--- src/rtl/mem_access_unit_pkg.sv ---
// Shared types and encodings for the memory-stage access engine.
package mem_access_unit_pkg;

    typedef enum logic [1:0] {
        IDLE = 2'd0,
        BUSY = 2'd1,
        DONE = 2'd2
    } state_t;

    localparam logic [2:0] F3_B  = 3'b000;
    localparam logic [2:0] F3_H  = 3'b001;
    localparam logic [2:0] F3_W  = 3'b010;
    localparam logic [2:0] F3_BU = 3'b100;
    localparam logic [2:0] F3_HU = 3'b101;

    localparam logic [1:0] RESULT_SRC_MEM = 2'b01;

endpackage

--- src/rtl/mem_access_unit_load_store_align.sv ---
// Byte-enable generation, store lane replication, load lane select/extension
// and illegal/misaligned access detection. Purely combinational.
module load_store_align
    import mem_access_unit_pkg::*;
(
    input  logic        is_store,
    input  logic [2:0]  funct3,
    input  logic [1:0]  addr_lo,
    input  logic [31:0] wdata,
    input  logic [31:0] rdata,
    output logic [3:0]  be,
    output logic [31:0] wdata_rep,
    output logic [31:0] rdata_ext,
    output logic        illegal,
    output logic        misalign
);

    logic [7:0]  byte_sel;
    logic [15:0] half_sel;

    function automatic logic [31:0] ext_byte(input logic [7:0] b, input logic sgn);
        logic signed [7:0]  sb;
        logic signed [31:0] sx;
        sb = b;
        sx = sb;
        return sgn ? sx : {24'b0, b};
    endfunction

    function automatic logic [31:0] ext_half(input logic [15:0] h, input logic sgn);
        logic signed [15:0] sh;
        logic signed [31:0] sx;
        sh = h;
        sx = sh;
        return sgn ? sx : {16'b0, h};
    endfunction

    assign byte_sel = rdata[{addr_lo, 3'b000} +: 8];
    assign half_sel = rdata[{addr_lo[1], 4'b0000} +: 16];

    always_comb begin
        be        = 4'b0000;
        wdata_rep = wdata;
        rdata_ext = rdata;
        illegal   = 1'b0;
        misalign  = 1'b0;
        case (funct3)
            F3_B, F3_BU: begin
                be        = 4'b0001 << addr_lo;
                wdata_rep = {4{wdata[7:0]}};
                rdata_ext = ext_byte(byte_sel, funct3 == F3_B);
                illegal   = is_store && (funct3 == F3_BU);
            end
            F3_H, F3_HU: begin
                be        = 4'b0011 << {addr_lo[1], 1'b0};
                wdata_rep = {2{wdata[15:0]}};
                rdata_ext = ext_half(half_sel, funct3 == F3_H);
                illegal   = is_store && (funct3 == F3_HU);
                misalign  = addr_lo[0];
            end
            F3_W: begin
                be       = 4'b1111;
                misalign = (addr_lo != 2'b00);
            end
            default: illegal = 1'b1;
        endcase
    end

endmodule

--- src/rtl/mem_access_unit.sv ---
// Memory-stage access engine: req/ack data bus FSM with timeout, stalling the
// pipeline until the access completes and registering the extended load data.
module mem_access_unit
    import mem_access_unit_pkg::*;
#(
    parameter int TIMEOUT_CYCLES = 255,
    parameter int TO_W           = 8
) (
    input  logic        clk,
    input  logic        rst_n,
    input  logic        MemWriteM,
    input  logic [1:0]  ResultSrcM,
    input  logic [2:0]  funct3M,
    input  logic [31:0] AluResultM,
    input  logic [31:0] WriteDataM,
    input  logic [31:0] dmem_rdata,
    input  logic        dmem_ack,
    output logic        dmem_req,
    output logic        dmem_we,
    output logic [31:0] dmem_addr,
    output logic [3:0]  dmem_be,
    output logic [31:0] dmem_wdata,
    output logic [31:0] ReadDataM,
    output logic        StallM,
    output logic        MisalignM,
    output logic        BusErrM
);

    state_t          state, state_nx;
    logic [TO_W-1:0] to_cnt;
    logic            access, is_load, illegal, misalign, bad, go, timeout;
    logic [31:0]     rdata_ext;

    // A store takes priority when both store and load are flagged.
    assign access    = MemWriteM | (ResultSrcM == RESULT_SRC_MEM);
    assign is_load   = (ResultSrcM == RESULT_SRC_MEM) & ~MemWriteM;
    assign bad       = illegal | misalign;
    assign go        = access & ~bad;
    assign timeout   = ~dmem_ack && (to_cnt == TO_W'(TIMEOUT_CYCLES - 1));
    assign dmem_addr = {AluResultM[31:2], 2'b00};

    load_store_align u_align (
        .is_store  (MemWriteM),
        .funct3    (funct3M),
        .addr_lo   (AluResultM[1:0]),
        .wdata     (WriteDataM),
        .rdata     (dmem_rdata),
        .be        (dmem_be),
        .wdata_rep (dmem_wdata),
        .rdata_ext (rdata_ext),
        .illegal   (illegal),
        .misalign  (misalign)
    );

    always_ff @(posedge clk or negedge rst_n) begin
        if (!rst_n) state <= IDLE;
        else        state <= state_nx;
    end

    always_comb begin
        state_nx = state;
        case (state)
            IDLE:    if (go) state_nx = BUSY;
            BUSY:    if (dmem_ack || timeout) state_nx = DONE;
            DONE:    state_nx = IDLE;
            default: state_nx = IDLE;
        endcase
    end

    always_comb begin
        StallM    = 1'b0;
        MisalignM = 1'b0;
        case (state)
            IDLE: begin
                StallM    = go;
                MisalignM = access & bad;
            end
            BUSY:    StallM = 1'b1;
            default: ;
        endcase
    end

    // Bus request, completion capture and timeout counting.
    always_ff @(posedge clk or negedge rst_n) begin
        if (!rst_n) begin
            dmem_req  <= 1'b0;
            dmem_we   <= 1'b0;
            ReadDataM <= '0;
            BusErrM   <= 1'b0;
            to_cnt    <= '0;
        end else begin
            BusErrM <= 1'b0;
            case (state)
                IDLE: if (go) begin
                    dmem_req <= 1'b1;
                    dmem_we  <= MemWriteM;
                    to_cnt   <= '0;
                end
                BUSY: if (dmem_ack) begin
                    dmem_req <= 1'b0;
                    dmem_we  <= 1'b0;
                    if (is_load) ReadDataM <= rdata_ext;
                end else if (timeout) begin
                    dmem_req  <= 1'b0;
                    dmem_we   <= 1'b0;
                    ReadDataM <= '0;
                    BusErrM   <= 1'b1;
                end else begin
                    to_cnt <= to_cnt + TO_W'(1);
                end
                default: ;
            endcase
        end
    end

endmodule

--- config.mk ---
export PLATFORM = sky130hd
export DESIGN_NAME = mem_access_unit
export DESIGN_NICKNAME = d
export VERILOG_FILES = /design/src/rtl/mem_access_unit_pkg.sv /design/src/rtl/mem_access_unit_load_store_align.sv /design/src/rtl/mem_access_unit.sv
export SDC_FILE = /design/constraint.sdc
export NUM_CORES = 1
export LEC_CHECK = 0
export CAP_MARGIN = 20
export CORE_MARGIN = 5
export CORE_UTILIZATION = 38
export CTS_BUF_LIST = sky130_fd_sc_hd__clkbuf_2 sky130_fd_sc_hd__clkbuf_4 sky130_fd_sc_hd__clkbuf_8
export DETAILED_ROUTE_END_ITERATION = 10
export PLACE_DENSITY = 0.95
export SYNTH_ARGS = -nofsm -noshare
export SYNTH_HDL_FRONTEND = slang
export SYNTH_SLANG_ARGS = --single-unit
--- constraint.sdc ---
create_clock -name clk -period 4.5 [get_ports clk]
set_input_delay 1.125 -clock clk [delete_from_list [all_inputs] [get_ports clk]]
set_output_delay 1.125 -clock clk [all_outputs]
set_load 0.05 [all_outputs]
==> key figures <==
Timing
  – Crit path time final: 3.96 ns
  – Worst slew margin: 0.469
  – Layout Skew: 0.0107 ns
  – Highest clock rate: 253 MHz
  – Tightest Pin Transition: 0.797 ns
  – Setup repair after global routing missed its margin: false
  – Fin. max-slew vios: 0
  – Fin Setup TNS: 0 ns
  – Final setup fails: 0
  – Hold Vio Cnt, Final: 0
  – Fin crit share: 0.879

Setup path
  – Crit Reg-Reg Startpoint: to_cnt[0]
  – Crit start category: input port
  – Worst path required time: 3.38 ns
  – Arrival time at the worst endpoint: 2.83 ns
  – CP Capture Type: output pin
  – Crit path kind: in2out
  – Critical Path Fanout Max: 12
  – R2R setup slack: 2.37 ns
  – Worst Setup SP: funct3M[0]
  – R2R depth: 7
  – RR Endpoint: ReadDataM[1]

Final layout
  – Syn-to-layout area delta: 51.1%
  – Antenna Cells: 0
  – Fin cells: 523
  – Fill cell count: 682
  – Share of layout cells above drive strength 1: 0.208
  – Design Area, Final: 4690 µm²
  – Final nets: 525

Clocking
  – Clk slew on worst S/H paths: 0.08 ns
  – Postcts setup bufs: 0
  – CTS root buf: clkbuf_8
  – CTS tree: yes
  – Post-CTS Hold Buffers: 0
  – Clk Latency, worst-skew pair: 0.29 ns
  – CTS Buffer Depth: 2
  – CTS sink cnt: 45
  – Num CTS Buffers: 5
  – Post-cts gate resize count: 0
  – H-Tree Level Count: 2

Job
  – MaxCap Viol Count: 0

Global routing
  – First-pass GRT wire length: 16,300 µm
  – Number of global-route vias before repair: 3,142
  – Initial antenna violation count: 0
  – Tot GR Track Use: 0.203
  – Largest net degree at the start of global routing: 46
  – Grt total ovfl: 0

Logic synthesis
  – Most numerous cell in the Yosys netlist: dfrtp_1
  – Synth cell types: 54
  – Main synth FF type: dfrtp_1
  – Top cells by count, synth: dfrtp_1 (45), buf_4 (41), nand3_1 (22)
  – #FFs+latches synth: 45
  – Post-synth EDFFs: 0
  – Netlist Area Pre-Place: 3100 µm²
  – Ranking of synthesized cells by area: dfrtp_1 (36%), buf_4 (9.9%), mux2_2 (6.2%)
  – Ys async rst share: 1.00
  – Syn. warnings: 0
  – Synthesized area per cell: 9.78 µm²
  – Leading area contributor after synthesis: dfrtp_1
  – Post-synthesis sequential area ratio: 0.363
  – Syn Inst Count: 317
  – Top-area cell type share of the netlist area: 0.363

Placed design
  – Placed instance area: 4560 µm²
  – Port bufs: 147
  – Hpwl dp: 8430 µm
  – GPL Wtd Cong: 0.892
  – Placed cells: 515

Detailed routing
  – WL final: 10,400 µm
  – ANT nets after route: 0
  – DRC violations left: 0
  – Vias/cell: 5.77
  – Pre-Repair DR Iteration Count: 4
  – Wire per inst: 20.0 µm
  – Initial DRC count: 273
  – Via count: 3,018

Floorplanning
  – Row count: 33
  – Die height: 100 µm
  – Die width: 100 µm
  – Initial core utilization: 0.383
  – I/O pins: 210
  – Die area: 10,100 µm²
  – Core area: 8090 µm²

Power and ir drop
  – VDD IR max: 0.185 mV
  – PD cells: 392 nW/µm²
  – Pleak: 0.00196 µW

Min path
  – Hold depth: 1
  – Min-delay src: ReadDataM[7]
  – Tightest Hold Check Type: reg2reg
  – Endpoint, Worst Hold: ReadDataM[7]

Outcome
  – Status: completed
-- metal layers --
metal / vias up / global-route usage / wire length, µm
met3: 26 / 0.0591 / 1110
met2: 197 / 0.352 / 5200
li1: 1364 / - / -
met4: 0 / 0.0912 / 367
met5: - / 0 / 0
met1: 1431 / 0.231 / 3770
-- power breakdown --
part / internal (µW) / switching, µW / leakage [µW]
combinational: 393 / 588 / 0.00130
sequential: 499 / 68.9 / 0.000599
clock: 161 / 126 / 0.0000540
total: 1050 / 783 / 0.00196
-- cells by family after synthesis --
group,Yosys count,synth area share
AO/OA/AOI/OAI,86,0.234
XOR/XNOR,3,0.00847
adder cells (fa/ha/maj),2,0.00807
buffers and inverters,70,0.140
flip-flops,45,0.363
multiplexers,29,0.104
other,1,0.00121
AND/OR/NAND/NOR,81,0.141
-- final cells by class --
type / count / area [µm²] / area share
clock inverters: 2 / 35.0 / 0.00747
clock buffers: 5 / 68.8 / 0.0147
multi-input cells: 203 / 1550 / 0.331
repair buffers: 157 / 1750 / 0.374
inverters: 6 / 22.5 / 0.00480
well taps: 105 / 131 / 0.0280
flip-flops and latches: 45 / 1130 / 0.240
-- cells in the final DEF (no fill, tap or decap), types with 2 or more instances in the layout --
| cell | synthesis | final |
|---|---|---|
| mux2_2 | 17 | 17 |
| a21oi_1 | 3 | 3 |
| mux2i_1 | 11 | 11 |
| o2bb2ai_1 | 8 | 8 |
| a221o_1 | 13 | 13 |
| ha_1 | 2 | 2 |
| and3_1 | 3 | 3 |
| a311oi_1 | 3 | 3 |
| dfrtp_1 | 45 | 45 |
| nand3_1 | 22 | 22 |
| a31oi_1 | 7 | 7 |
| a21o_1 | 2 | 2 |
| buf_4 | 41 | 17 |
| nand2_1 | 14 | 14 |
| nor2_1 | 16 | 16 |
| clkbuf_8 | 0 | 5 |
| xor2_1 | 3 | 3 |
| o211ai_1 | 3 | 3 |
| a211oi_1 | 7 | 7 |
| nor3_1 | 2 | 2 |
| a32o_1 | 7 | 7 |
| o31ai_1 | 5 | 5 |
| or2_2 | 2 | 2 |
| nand2b_1 | 2 | 2 |
| o21ai_0 | 10 | 10 |
| buf_12 | 0 | 23 |
| inv_1 | 5 | 5 |
| conb_1 | 1 | 2 |
| nand3_2 | 2 | 2 |
| a221o_2 | 10 | 10 |
| and2_1 | 2 | 2 |
| nor2b_1 | 6 | 6 |
| clkdlybuf4s50_1 | 0 | 116 |
-- state kept, by name, indices dropped and copies added (netlist names) --
name / cells
state: 2
ReadDataM: 32
dmem_req: 1
BusErrM: 1
dmem_we: 1
to_cnt: 8
-- metrics by stage --
step / worst slack (ns) / power, µW / util / hold slack, ns
after floorplan: 0.259 / 1220 / - / 0.503
after global placement: 0.619 / 1540 / 0.564 / 0.464
after detailed placement: 0.570 / 1560 / 0.564 / 0.475
after CTS: 0.550 / 1850 / 0.577 / 0.500
after global routing: 0.447 / 1910 / 0.579 / 0.514
final: 0.544 / 1840 / 0.579 / 0.494
-- worst max-delay path: stages --
cell	delay, ns
clkdlybuf4s50_1	0.72
buf_4	0.26
nor2b_1	0.10
o31ai_1	0.42
buf_12	0.20
-- worst max path at each step --
stage / to / slack, ns / cells after the start
after floorplan: dmem_be[1] / 0.26 / 5
after global placement: dmem_be[2] / 0.62 / 5
after detailed placement: dmem_wdata[28] / 0.57 / 5
after CTS: dmem_be[0] / 0.55 / 5
after global routing: dmem_be[2] / 0.45 / 5
final: dmem_be[0] / 0.54 / 5
No activity file was read; power rests on OpenSTA's default activity.
